### config.mk
export PLATFORM = sky130hd
export DESIGN_NAME = alu_share_ctrl
export DESIGN_NICKNAME = d
export VERILOG_FILES = /design/src/rtl/alu_pkg.sv /design/src/rtl/alu_share_ctrl_rr_arb2.sv /design/src/rtl/alu_share_ctrl.sv
export SDC_FILE = /design/constraint.sdc
export NUM_CORES = 1
export LEC_CHECK = 0
export CELL_PAD_IN_SITES_DETAIL_PLACEMENT = 1
export CELL_PAD_IN_SITES_GLOBAL_PLACEMENT = 1
export CORE_MARGIN = 2
export CORE_UTILIZATION = 29
export CTS_BUF_LIST = sky130_fd_sc_hd__clkbuf_16
export CTS_CLUSTER_DIAMETER = 200
export DETAILED_ROUTE_END_ITERATION = 8
export HOLD_SLACK_MARGIN = 0.06
export PLACE_DENSITY = 0.87
export SYNTH_ARGS = -nofsm -noshare
export SYNTH_HDL_FRONTEND = slang
export SYNTH_SLANG_ARGS = --single-unit
export TNS_END_PERCENT = 5
### constraint.sdc
create_clock -name clk -period 1.65 [get_ports clk]
set_input_delay 0.33 -clock clk [delete_from_list [all_inputs] [get_ports clk]]
set_output_delay 0.33 -clock clk [all_outputs]
set_load 0.05 [all_outputs]
### src/rtl/alu_pkg.sv
// Shared definitions for the ALU sharing controller: opcodes, widths, FSM states.
package alu_pkg;

    localparam int DATA_W_DEF = 4;
    localparam int OP_W_DEF   = 3;

    localparam logic [2:0] OP_NEG_A = 3'b000;
    localparam logic [2:0] OP_NEG_B = 3'b001;
    localparam logic [2:0] OP_ADD   = 3'b010;
    localparam logic [2:0] OP_SUB   = 3'b011;
    localparam logic [2:0] OP_AND   = 3'b100;
    localparam logic [2:0] OP_OR    = 3'b101;
    localparam logic [2:0] OP_MUL   = 3'b110;
    localparam logic [2:0] OP_XOR   = 3'b111;

    typedef enum logic [1:0] {
        IDLE,
        EXEC,
        RESP
    } state_t;

endpackage

### src/rtl/alu_share_ctrl_rr_arb2.sv
// Two-way round-robin arbiter; the pointer moves to the loser of each grant.
module rr_arb2 (
    input  logic       clk,
    input  logic       reset,
    input  logic [1:0] valid,
    input  logic       advance,
    output logic [1:0] grant,
    output logic       gnt_id,
    output logic       rr_ptr
);

    always_comb begin
        gnt_id = 1'b0;
        unique case (1'b1)
            (valid == 2'b11): gnt_id = rr_ptr;
            (valid == 2'b10): gnt_id = 1'b1;
            default:          gnt_id = 1'b0;
        endcase
        grant = 2'b00;
        if (|valid)
            grant = gnt_id ? 2'b10 : 2'b01;
    end

    always_ff @(posedge clk or posedge reset) begin
        if (reset)
            rr_ptr <= 1'b0;
        else if (advance)
            rr_ptr <= ~gnt_id;
    end

endmodule

### src/rtl/alu_share_ctrl.sv
// Shares one combinational ALU between two requesters (IDLE -> EXEC -> RESP).
// Define ALU_GRANT_CNT_EN to add saturating per-requester grant counters.
module alu_share_ctrl
    import alu_pkg::*;
#(
    parameter int DATA_W = DATA_W_DEF,
    parameter int OP_W   = OP_W_DEF,
    parameter int CNT_W  = 8
) (
    input  logic                clk,
    input  logic                reset,
    input  logic [1:0]          req_valid,
    output logic [1:0]          req_ready,
    input  logic [2*DATA_W-1:0] req_a,
    input  logic [2*DATA_W-1:0] req_b,
    input  logic [2*OP_W-1:0]   req_op,
    output logic [1:0]          rsp_valid,
    input  logic [1:0]          rsp_ready,
    output logic [DATA_W-1:0]   rsp_data,
    output logic                rsp_cout,
    output logic [DATA_W-1:0]   alu_a,
    output logic [DATA_W-1:0]   alu_b,
    output logic [OP_W-1:0]     alu_sel,
    input  logic [DATA_W-1:0]   alu_out,
    input  logic                alu_cout
`ifdef ALU_GRANT_CNT_EN
    ,
    output logic [2*CNT_W-1:0]  grant_cnt
`endif
);

    state_t             state;
    logic               owner;
    logic [1:0]         grant;
    logic               gnt_id;
    logic               rr_ptr;
    logic               accept;
    logic [DATA_W-1:0]  sel_a;
    logic [DATA_W-1:0]  sel_b;
    logic [OP_W-1:0]    sel_op;

    assign accept    = (state == IDLE) && (|req_valid) && !reset;
    assign req_ready = accept ? grant : 2'b00;

    rr_arb2 u_arb (
        .clk     (clk),
        .reset   (reset),
        .valid   (req_valid),
        .advance (accept),
        .grant   (grant),
        .gnt_id  (gnt_id),
        .rr_ptr  (rr_ptr)
    );

    always_comb begin
        sel_a  = gnt_id ? req_a[2*DATA_W-1:DATA_W] : req_a[DATA_W-1:0];
        sel_b  = gnt_id ? req_b[2*DATA_W-1:DATA_W] : req_b[DATA_W-1:0];
        sel_op = gnt_id ? req_op[2*OP_W-1:OP_W]    : req_op[OP_W-1:0];
    end

    // ALU inputs only change on a grant, so the ALU never sees glitches.
    always_ff @(posedge clk or posedge reset) begin
        if (reset) begin
            state     <= IDLE;
            owner     <= 1'b0;
            alu_a     <= '0;
            alu_b     <= '0;
            alu_sel   <= '0;
            rsp_data  <= '0;
            rsp_cout  <= 1'b0;
            rsp_valid <= 2'b00;
        end else begin
            unique case (state)
                IDLE: begin
                    if (accept) begin
                        alu_a   <= sel_a;
                        alu_b   <= sel_b;
                        alu_sel <= sel_op;
                        owner   <= gnt_id;
                        state   <= EXEC;
                    end
                end
                EXEC: begin
                    rsp_data  <= alu_out;
                    rsp_cout  <= alu_cout;
                    rsp_valid <= owner ? 2'b10 : 2'b01;
                    state     <= RESP;
                end
                RESP: begin
                    if (rsp_ready[owner]) begin
                        rsp_valid <= 2'b00;
                        state     <= IDLE;
                    end
                end
                default: state <= IDLE;
            endcase
        end
    end

`ifdef ALU_GRANT_CNT_EN
    logic [CNT_W-1:0] cnt0;
    logic [CNT_W-1:0] cnt1;

    always_ff @(posedge clk or posedge reset) begin
        if (reset) begin
            cnt0 <= '0;
            cnt1 <= '0;
        end else begin
            if (req_ready[0] && req_valid[0] && !(&cnt0))
                cnt0 <= cnt0 + 1'b1;
            if (req_ready[1] && req_valid[1] && !(&cnt1))
                cnt1 <= cnt1 + 1'b1;
        end
    end

    assign grant_cnt = {cnt1, cnt0};
`endif

endmodule

# Yosys cells after proc, flatten, opt, wreduce, memory -nomap -nowiden
# Index checks and enable logic that the tools add are counted.
[word_totals]
ff_bits = 22
word_cells = 40
[classes]
magnitude_cmp = 1
n_eq_ne = 6
muxes = 14
bitwise_logic = 1
reduce_logical = 9
[ops]
columns = ["cell", "count"]
rows = [
  ["2-bit 2-to-1 mux", 6],
  ["4-bit 2-to-1 mux", 2],
  ["2-bit equality test (second input constant)", 3],
  ["2-bit one-hot mux with 3 select lines", 1],
  ["2-bit AND reduction", 3],
  ["2-bit inequality test (second input constant)", 2],
  ["2-bit one-hot mux with 2 select lines", 1],
  ["3-bit 2-to-1 mux", 1],
  ["2-bit by 1-bit equality test with 1-bit output (second input constant)", 1],
  ["1-bit logical AND", 2],
  ["2-bit zero test", 1],
  ["1-bit by 2-bit < comparator with 1-bit output (second input constant)", 1],
  ["1-bit 2-to-1 mux", 2],
  ["1-bit one-hot mux with 2 select lines", 1],
  ["2-bit nonzero test", 1],
  ["2-bit OR reduction", 1],
  ["1-bit zero test", 1],
  ["1-bit inverter", 1],
]

# Logic depth before layout (Yosys ltp)
# Gate-level depths: netlist (run 1).
[logic_depth]
depth_word = 5
mapped_depth = 4
ltp_nobuf = 3

# Hierarchy
# A second synthesis (run 1) with hierarchy kept.
[unflattened]
hier_cells = 88
area_unflattened_um2 = 1072.3
[by_module_without_submodules]
columns = ["mod", "n_inst", "cells_per_inst", "area_each_um2"]
rows = [
  ["alu_share_ctrl", 1, 80, 984.7],
  ["rr_arb2", 1, 8, 87.6],
]

# Worst setup path after synthesis (run 1)
# No wires, ideal clock.
[synth_timing]
path_kind = "flip-flop to output port"
from = "register u_arb.rr_ptr"
to = "output req_ready[0]"
arrival_time_ps = 2105
slack_ps = -785
stages_incl_launch_ff = 3
path_buffers = 0
cell_sequence = "dfrtp_1 a21bo_2 nor4_1"
[synth_between]
elab_chain_len = 4
[synth_lines]
columns = ["item", "line_no", "text"]
rows = [
  ["start: declaration", "alu_share_ctrl_rr_arb2.sv:9", "output logic rr_ptr"],
  ["start signal: assignment", "alu_share_ctrl_rr_arb2.sv:28", "rr_ptr <= ~gnt_id;"],
  ["1-bit one-hot mux with 2 select lines", "alu_share_ctrl_rr_arb2.sv:14", "unique case (1'b1)"],
  ["2-bit 2-to-1 mux", "alu_share_ctrl_rr_arb2.sv:21", "grant = gnt_id ? 2'b10 : 2'b01;"],
  ["2-bit 2-to-1 mux", "alu_share_ctrl_rr_arb2.sv:20", "if (|valid)"],
  ["2-bit 2-to-1 mux", "alu_share_ctrl.sv:43", "assign req_ready = accept ? grant : 2'b00;"],
  ["end: declaration", "alu_share_ctrl.sv:13", "output logic [1:0] req_ready,"],
]
# Every way passes these cells.

# Worst setup path after layout (run 1)
[layout_timing]
from = "register state[1]"
to = "output req_ready[1]"
[layout_between]
elab_chain_len = 4
[layout_lines]
columns = ["item", "line_no", "text"]
rows = [
  ["start: declaration", "alu_share_ctrl.sv:32", "state_t state;"],
  ["start signal: assignment", "alu_share_ctrl.sv:64", "state <= IDLE;"],
  ["start signal: assignment", "alu_share_ctrl.sv:80", "state <= EXEC;"],
  ["start signal: assignment", "alu_share_ctrl.sv:87", "state <= RESP;"],
  ["2-bit zero test", "alu_share_ctrl.sv:42", "assign accept = (state == IDLE) && (|req_valid) && !reset;"],
  ["1-bit logical AND (2 in a row)", "alu_share_ctrl.sv:42", ""],
  ["2-bit 2-to-1 mux", "alu_share_ctrl.sv:43", ""],
]
# Every way passes these cells.

==> run_summary.xml, run 1 <==
<?xml version="1.0" encoding="UTF-8"?>
<metrics>
  <group name="run_status">
    <metric name="status" unit="">finished, violations left</metric>
    <metric name="failed_checks" unit="">negative setup slack</metric>
  </group>
  <group name="route">
    <metric name="detail-route-antenna-nets" unit="">0</metric>
    <metric name="violation_count_after_the_first_detailed_routing_iteration" unit="">14</metric>
    <metric name="via_count" unit="">1018</metric>
    <metric name="avgViaCountPerCell" unit="">5.015</metric>
    <metric name="routed_wire_length" unit="µm">3208</metric>
    <metric name="number_of_remaining_drc_errors" unit="">0</metric>
    <metric name="drt_wl_cell" unit="µm">15.80</metric>
    <metric name="drt_first_pass_iters" unit="">2</metric>
  </group>
  <group name="sta">
    <metric name="tightest_slew" unit="ns">0.3537</metric>
    <metric name="setup_viol" unit="">1</metric>
    <metric name="final.setup.worst_slack" unit="ns">-0.03135</metric>
    <metric name="slew_viol_final" unit="">0</metric>
    <metric name="layout_worst_path_cycle_share" unit="%">101.9</metric>
    <metric name="grt_setup_unrepaired" unit="">true</metric>
    <metric name="final.min_clock_period" unit="ns">1.681</metric>
    <metric name="max-slew-margin-rel" unit="%">76.35</metric>
    <metric name="fmaxAchievable" unit="MHz">594.8</metric>
    <metric name="clock_skew" unit="ns">0.001596</metric>
    <metric name="final-hold-violation-count" unit="">0</metric>
  </group>
  <group name="floorplanning">
    <metric name="placementRows" unit="">21</metric>
    <metric name="core_area" unit="µm²">3416</metric>
    <metric name="die_outline_area" unit="µm²">4140</metric>
    <metric name="io-pin-count" unit="">53</metric>
    <metric name="die-height" unit="µm">64.35</metric>
    <metric name="dieWidth" unit="µm">64.35</metric>
    <metric name="floorplan.initialDensity" unit="%">30.92</metric>
  </group>
  <group name="clock_tree">
    <metric name="clock-root-buffer" unit="">clkbuf_16</metric>
    <metric name="clk_pin_slew" unit="ns">0.06</metric>
    <metric name="cts_tree" unit="">built</metric>
    <metric name="cts_max_level" unit="">1</metric>
    <metric name="clk_path_buf_depth" unit="">2</metric>
    <metric name="hold_buffers" unit="">0</metric>
    <metric name="cts_bufs_inserted" unit="">3</metric>
    <metric name="tritoncts_num_sinks" unit="">22</metric>
    <metric name="later_pin_clock_latency_in_the_skew_report" unit="ns">0.25</metric>
  </group>
  <group name="global_route">
    <metric name="globalRouteOverflowTotal" unit="">0</metric>
    <metric name="grt_pass1_wl" unit="µm">5616</metric>
    <metric name="grt_max_degree" unit="">23</metric>
    <metric name="antenna_found_initial" unit="">0</metric>
    <metric name="first_global_vias" unit="">1188</metric>
    <metric name="groute.usage.overall" unit="%">17.41</metric>
  </group>
  <group name="synthesis">
    <metric name="ys_ff_latch" unit="">22</metric>
    <metric name="avgSynthCellArea" unit="µm²">11.87</metric>
    <metric name="netlist-cell-type-count" unit="">26</metric>
    <metric name="yosysSeqAreaShare" unit="%">52.13</metric>
    <metric name="post_syn_instances" unit="">89</metric>
    <metric name="ys.warnings.count" unit="">0</metric>
    <metric name="post_synth_instance_area" unit="µm²">1056</metric>
    <metric name="synth_nets" unit="">122</metric>
  </group>
  <group name="power_and_ir_drop">
    <metric name="power.total" unit="W">0.003546</metric>
    <metric name="leakage_power" unit="nW">0.7729</metric>
    <metric name="ir_worst_vdd" unit="V">0.0009790</metric>
    <metric name="cellPowerDensity" unit="nW/µm²">1950</metric>
  </group>
  <group name="final_layout">
    <metric name="layout_common_cells" unit="">buf_4 (35), clkdlybuf4s50_1 (29), dfrtp_1 (20)</metric>
    <metric name="antenna_cells_inserted" unit="">0</metric>
    <metric name="num-nets-final" unit="">191</metric>
    <metric name="layout.area.seq" unit="µm²">553.0</metric>
    <metric name="multiInputGateArea" unit="µm²">498.0</metric>
    <metric name="fillers" unit="">375</metric>
    <metric name="syn_to_final_growth" unit="%">72.16</metric>
    <metric name="most_common_cell_after_layout_fill_and_taps_aside" unit="">buf_4</metric>
    <metric name="layout-drive-gt1-share" unit="%">36.94</metric>
  </group>
  <group name="place">
    <metric name="gp_congestion" unit="">0.7103</metric>
    <metric name="pre_cts_ws" unit="ns">-0.1674</metric>
    <metric name="dp_hpwl" unit="µm">2545</metric>
    <metric name="port_buffers" unit="">52</metric>
  </group>
  <group name="critical_path">
    <metric name="worst_setup_path_startpoint" unit="">state[1]</metric>
    <metric name="crit-reg2reg-launch" unit="">state[1]</metric>
    <metric name="crit_fanout" unit="">3</metric>
    <metric name="path_class" unit="">reg2out</metric>
    <metric name="crit_path_start_kind" unit="">register</metric>
    <metric name="cp.required" unit="ns">1.32</metric>
    <metric name="critPathCaptureType" unit="">output port</metric>
    <metric name="worstPathArrival" unit="ns">1.35</metric>
  </group>
  <group name="hold_path">
    <metric name="min-delay-path-class" unit="">in2async</metric>
  </group>
  <group name="run">
    <metric name="timing.max_cap.violations" unit="">0</metric>
  </group>
</metrics>
==> power breakdown <==
group          total, W  switching (W)  internal [W]
clock network  0.000510       0.000187      0.000323
logic           0.00204        0.00125      0.000790
registers      0.000994       0.000200      0.000794
total           0.00355        0.00164       0.00191
==> flip-flops by register name, summed over array words and instances, names as in the netlist <==
name          cells
rsp_cout          1
owner             1
rsp_valid         2
rsp_data          4
state             2
alu_b             4
alu_sel           3
alu_a             4
u_arb.rr_ptr      1
==> through the flow <==
step           cell area, µm²  hold slack (ns)  util [%]  setup TNS (ns)  instances
3_3_place_gp             1705           0.4597     49.93         -0.6139        196
3_5_place_dp             1705           0.4794     49.93          -1.066        196
2_1_floorplan            1076           0.3192         -         -0.1477         89
6_report                 1818           0.4392     53.22        -0.03135        203
4_1_cts                  1809           0.4551     52.97        -0.08540        202
5_1_grt                  1818           0.4993     53.22        -0.08074        203
==> cell families (layout without fill, tap and decap cells) <==
| logic type | count (synthesis) | in the layout | share of synthesized area [%] |
|---|---|---|---|
| AO/OA/AOI/OAI | 32 | 32 | 30.57 |
| buffers and inverters | 8 | 76 | 3.792 |
| multiplexers | 1 | 1 | 1.066 |
| AND/OR/NAND/NOR | 26 | 26 | 12.44 |
| flip-flops | 22 | 22 | 52.13 |
==> layer usage <==
metal	share of wire (%)	global-route usage (%)	vias to the layer above
li1	-	-	473
met1	39	19.04	499
met2	53	31.38	44
met3	8.1	5.810	2
met4	0.56	5.851	0
met5	0	0	-
==> path summary, 6_finish.rpt <==
check	to	cells after the start	slack (ns)
worst max-delay path	req_ready[1]	3	-0.03
worst min-delay path	alu_b[0]	4	0.44
worst max register to register	alu_b[1]	6	0.17
worst min register to register	rsp_data[2]	2	0.49
max in group asynchronous	state[1]	4	0.96
min in group clk	rsp_data[2]	2	0.49
==> critical path, cell delays in order, from the launching register on <==
cell and delay [ns]:
dfrtp_2 0.45, nor3_4 0.20, nor3b_4 0.27, buf_12 0.18
==> synth_stat cells <==
library cell,n,area [µm²]
inv_2,1,3.750
buf_2,2,10.01
buf_6,1,11.26
nor2b_1,1,6.260
a21bo_2,1,10.01
o21a_4,1,15.01
nand2_1,15,56.30
a311oi_1,1,8.760
nor2_1,3,11.26
a21oi_1,4,20.02
a221oi_1,1,8.760
nor3b_1,1,7.510
a31oi_1,1,6.260
inv_1,2,7.510
and2b_1,1,7.510
clkbuf_1,2,7.510
a2bb2oi_2,9,135.1
nand3b_1,1,7.510
a2bb2oi_1,2,17.52
o32ai_1,11,96.34
o21ai_1,1,5.000
nand2b_1,2,12.51
mux2_2,1,11.26
dfrtp_1,22,550.5
nor3_4,1,16.27
nor4_1,1,6.260
==> repair_timing <==
| action | 4_1_cts | 5_1_grt |
|---|---|---|
| setup buffers | 2 | 1 |
| pin swaps | 2 | 2 |
| gates resized for setup | 6 | 1 |
| setup endpoints to repair | 2 | 2 |
==> area by class of cell <==
type | count | area share, %
repair buffers | 69 | 34.07
multi-input cells | 59 | 27.39
well taps | 46 | 3.166
clock buffers | 3 | 4.129
inverters | 3 | 0.6194
clock inverters | 1 | 0.2065
flip-flops and latches | 22 | 30.42
Note: power is estimated with default switching activity, not from simulation.
==> run 2, diff against run 1 <==
--- a/config.mk
+++ b/config.mk
@@ -7,6 +7,7 @@
 export LEC_CHECK = 0
 export CELL_PAD_IN_SITES_DETAIL_PLACEMENT = 1
 export CELL_PAD_IN_SITES_GLOBAL_PLACEMENT = 1
+export CORE_ASPECT_RATIO = 1.25
 export CORE_MARGIN = 2
 export CORE_UTILIZATION = 29
 export CTS_BUF_LIST = sky130_fd_sc_hd__clkbuf_16
@@ -14,6 +15,7 @@
 export DETAILED_ROUTE_END_ITERATION = 8
 export HOLD_SLACK_MARGIN = 0.06
 export PLACE_DENSITY = 0.87
+export RECOVER_POWER = 100
 export SYNTH_ARGS = -nofsm -noshare
 export SYNTH_HDL_FRONTEND = slang
 export SYNTH_SLANG_ARGS = --single-unit
==> run 2 against run 1 <==
  * The flow now finishes without violations
  * Clock skew increased by 0.00085 ns
  * Sequential share of layout area increased by 1.6 points
  * Flip-flop and latch count unchanged
  * Highest routed layer unchanged
==> run_summary.xml, run 2 (synthesized netlist as in run 1, its figures left out) <==
<?xml version="1.0" encoding="UTF-8"?>
<metrics>
  <group name="final_layout">
    <metric name="syn_to_final_growth" unit="%">63.15</metric>
    <metric name="layout-drive-gt1-share" unit="%">22.93</metric>
    <metric name="layout_common_cells" unit="">clkdlybuf4s50_1 (29), dfrtp_1 (21), clkbuf_1 (21)</metric>
    <metric name="num-nets-final" unit="">191</metric>
    <metric name="top_regs" unit="">alu_a (4), alu_b (4), rsp_data (4)</metric>
    <metric name="final_core_util" unit="%">49.46</metric>
    <metric name="stdcell_count" unit="">196</metric>
    <metric name="antenna_cells_inserted" unit="">0</metric>
    <metric name="fillers" unit="">397</metric>
    <metric name="most_common_cell_after_layout_fill_and_taps_aside" unit="">clkdlybuf4s50_1</metric>
  </group>
  <group name="critical_path">
    <metric name="worstPathArrival" unit="ns">1.30</metric>
    <metric name="critPathCaptureType" unit="">output port</metric>
    <metric name="cp.required" unit="ns">1.32</metric>
    <metric name="path_class" unit="">reg2out</metric>
    <metric name="crit_fanout" unit="">3</metric>
    <metric name="crit_path_start_kind" unit="">register</metric>
  </group>
  <group name="sta">
    <metric name="fmaxAchievable" unit="MHz">613.6</metric>
    <metric name="final-hold-violation-count" unit="">0</metric>
    <metric name="setup_viol" unit="">0</metric>
    <metric name="max-slew-margin-rel" unit="%">59.09</metric>
    <metric name="tightest_slew" unit="ns">0.6164</metric>
    <metric name="layout_worst_path_cycle_share" unit="%">98.77</metric>
    <metric name="final.min_clock_period" unit="ns">1.630</metric>
    <metric name="clock_skew" unit="ns">0.002449</metric>
    <metric name="slew_viol_final" unit="">0</metric>
    <metric name="grt_setup_unrepaired" unit="">true</metric>
  </group>
  <group name="clock_tree">
    <metric name="clk_path_buf_depth" unit="">2</metric>
    <metric name="clk_pin_slew" unit="ns">0.06</metric>
    <metric name="later_pin_clock_latency_in_the_skew_report" unit="ns">0.25</metric>
    <metric name="cts_tree" unit="">built</metric>
    <metric name="tritoncts_num_sinks" unit="">22</metric>
    <metric name="cts_bufs_inserted" unit="">3</metric>
    <metric name="clock-root-buffer" unit="">clkbuf_16</metric>
    <metric name="hold_buffers" unit="">0</metric>
    <metric name="cts_max_level" unit="">1</metric>
  </group>
  <group name="power_and_ir_drop">
    <metric name="power.total" unit="W">0.003346</metric>
    <metric name="power.net_switching" unit="W">0.001643</metric>
    <metric name="cellPowerDensity" unit="nW/µm²">1942</metric>
    <metric name="ir_worst_vdd" unit="V">0.0009735</metric>
    <metric name="p_comb_share" unit="%">54.9</metric>
    <metric name="internal-power" unit="W">0.001703</metric>
    <metric name="fraction_of_power_spent_switching_nets" unit="%">49.10</metric>
    <metric name="leakage_power" unit="nW">0.6982</metric>
    <metric name="seqPwrFrac" unit="%">29.8</metric>
    <metric name="clock_power_share" unit="%">15.3</metric>
  </group>
  <group name="floorplanning">
    <metric name="die-height" unit="µm">71.47</metric>
    <metric name="dieWidth" unit="µm">57.98</metric>
    <metric name="io-pin-count" unit="">53</metric>
    <metric name="floorplan.initialDensity" unit="%">30.32</metric>
    <metric name="placementRows" unit="">24</metric>
    <metric name="core_area" unit="µm²">3483</metric>
    <metric name="die_outline_area" unit="µm²">4143</metric>
  </group>
  <group name="run_status">
    <metric name="status" unit="">finished clean</metric>
  </group>
  <group name="route">
    <metric name="uppermost_metal_layer_occupied_by_signal_nets" unit="">met4</metric>
    <metric name="route.layer.met1.wl" unit="µm">1310</metric>
    <metric name="dr_wl_met3" unit="µm">214</metric>
    <metric name="drt_wl_cell" unit="µm">17.78</metric>
    <metric name="detail-route-antenna-nets" unit="">0</metric>
    <metric name="routed_wl_met2" unit="µm">1935</metric>
    <metric name="via_count" unit="">1026</metric>
    <metric name="routed_wire_length" unit="µm">3484</metric>
    <metric name="violation_count_after_the_first_detailed_routing_iteration" unit="">37</metric>
    <metric name="avgViaCountPerCell" unit="">5.235</metric>
    <metric name="drt_first_pass_iters" unit="">4</metric>
    <metric name="number_of_remaining_drc_errors" unit="">0</metric>
  </group>
  <group name="hold_path">
    <metric name="min-delay-path-class" unit="">in2async</metric>
  </group>
  <group name="place">
    <metric name="placed_cells_incl_taps" unit="">187</metric>
    <metric name="port_buffers" unit="">52</metric>
    <metric name="dp_hpwl" unit="µm">2639</metric>
    <metric name="gp_congestion" unit="">0.7382</metric>
  </group>
  <group name="run">
    <metric name="timing.max_cap.violations" unit="">0</metric>
  </group>
  <group name="global_route">
    <metric name="grt_max_degree" unit="">13</metric>
    <metric name="groute.usage.overall" unit="%">18.30</metric>
    <metric name="antenna_found_initial" unit="">0</metric>
    <metric name="grt_pass1_wl" unit="µm">5720</metric>
    <metric name="globalRouteOverflowTotal" unit="">0</metric>
    <metric name="first_global_vias" unit="">1115</metric>
  </group>
</metrics>
run 2: final cells by class:
type / count / area (µm²) / area share, %
Clock buffer: 3 / 75.07 / 4.357
Clock inverter: 1 / 3.754 / 0.2179
Inverter: 3 / 11.26 / 0.6536
Multi-Input combinational cell: 59 / 491.7 / 28.54
Sequential cell: 22 / 551.8 / 32.03
Tap cell: 39 / 48.80 / 2.832
Timing Repair Buffer: 69 / 540.5 / 31.37
run 2: path summary, 6_finish.rpt:
check                            start            to  slack (ns)  cells after the start
hold reg to reg            rsp_data[0]   rsp_data[0]        0.48                      2
setup / recovery              state[0]  req_ready[1]        0.02                      3
hold / removal                   reset  rsp_valid[1]        0.24                      2
setup reg to reg              state[0]      alu_b[0]        0.14                      5
min in group clk           rsp_data[0]   rsp_data[0]        0.48                      2
max in group asynchronous        reset      state[0]        0.72                      3
run 2: worst max-delay path, cell delays in order (launching register included):
cell     delay (ns)
dfrtp_2        0.45
nor3_4         0.19
nor3b_4        0.24
buf_12         0.16
run 2: routing by layer:
metal	global-route usage (%)	vias up
met1	20.42	507
li1	-	476
met5	0	-
met4	4.651	0
met2	35.10	41
met3	3.069	2
run 2: power by group through the flow:
stage	Sequential [W]	Clock (W)	Combinational, W
after global routing	0.00103	0.000542	0.00195
after floorplan	0.00171	0	0.000597
after detailed placement	0.00101	0	0.00198
after global placement	0.000995	0	0.00192
final	0.000996	0.000512	0.00184
after CTS	0.00101	0.000520	0.00205
run 2: what timing repair did:
action | in CTS | in global routing
buffers inserted | 3 | 2
setup endpoints to repair | 2 | 2
resized for setup | 7 | 0
pin swaps | 2 | 2
run 2: per-stage QoR:
stage	area, µm²	hold slack, ns	setup slack [ns]	setup TNS, ns
6_report	1723	0.2408	0.02027	0
5_1_grt	1723	0.2726	-0.03466	-0.04131
4_1_cts	1794	0.2580	-0.01819	-0.02402
3_5_place_dp	1682	0.4691	-0.1824	-0.4405
3_3_place_gp	1682	0.4622	-0.1302	-0.1945
2_1_floorplan	1076	0.3192	-0.1477	-0.1477
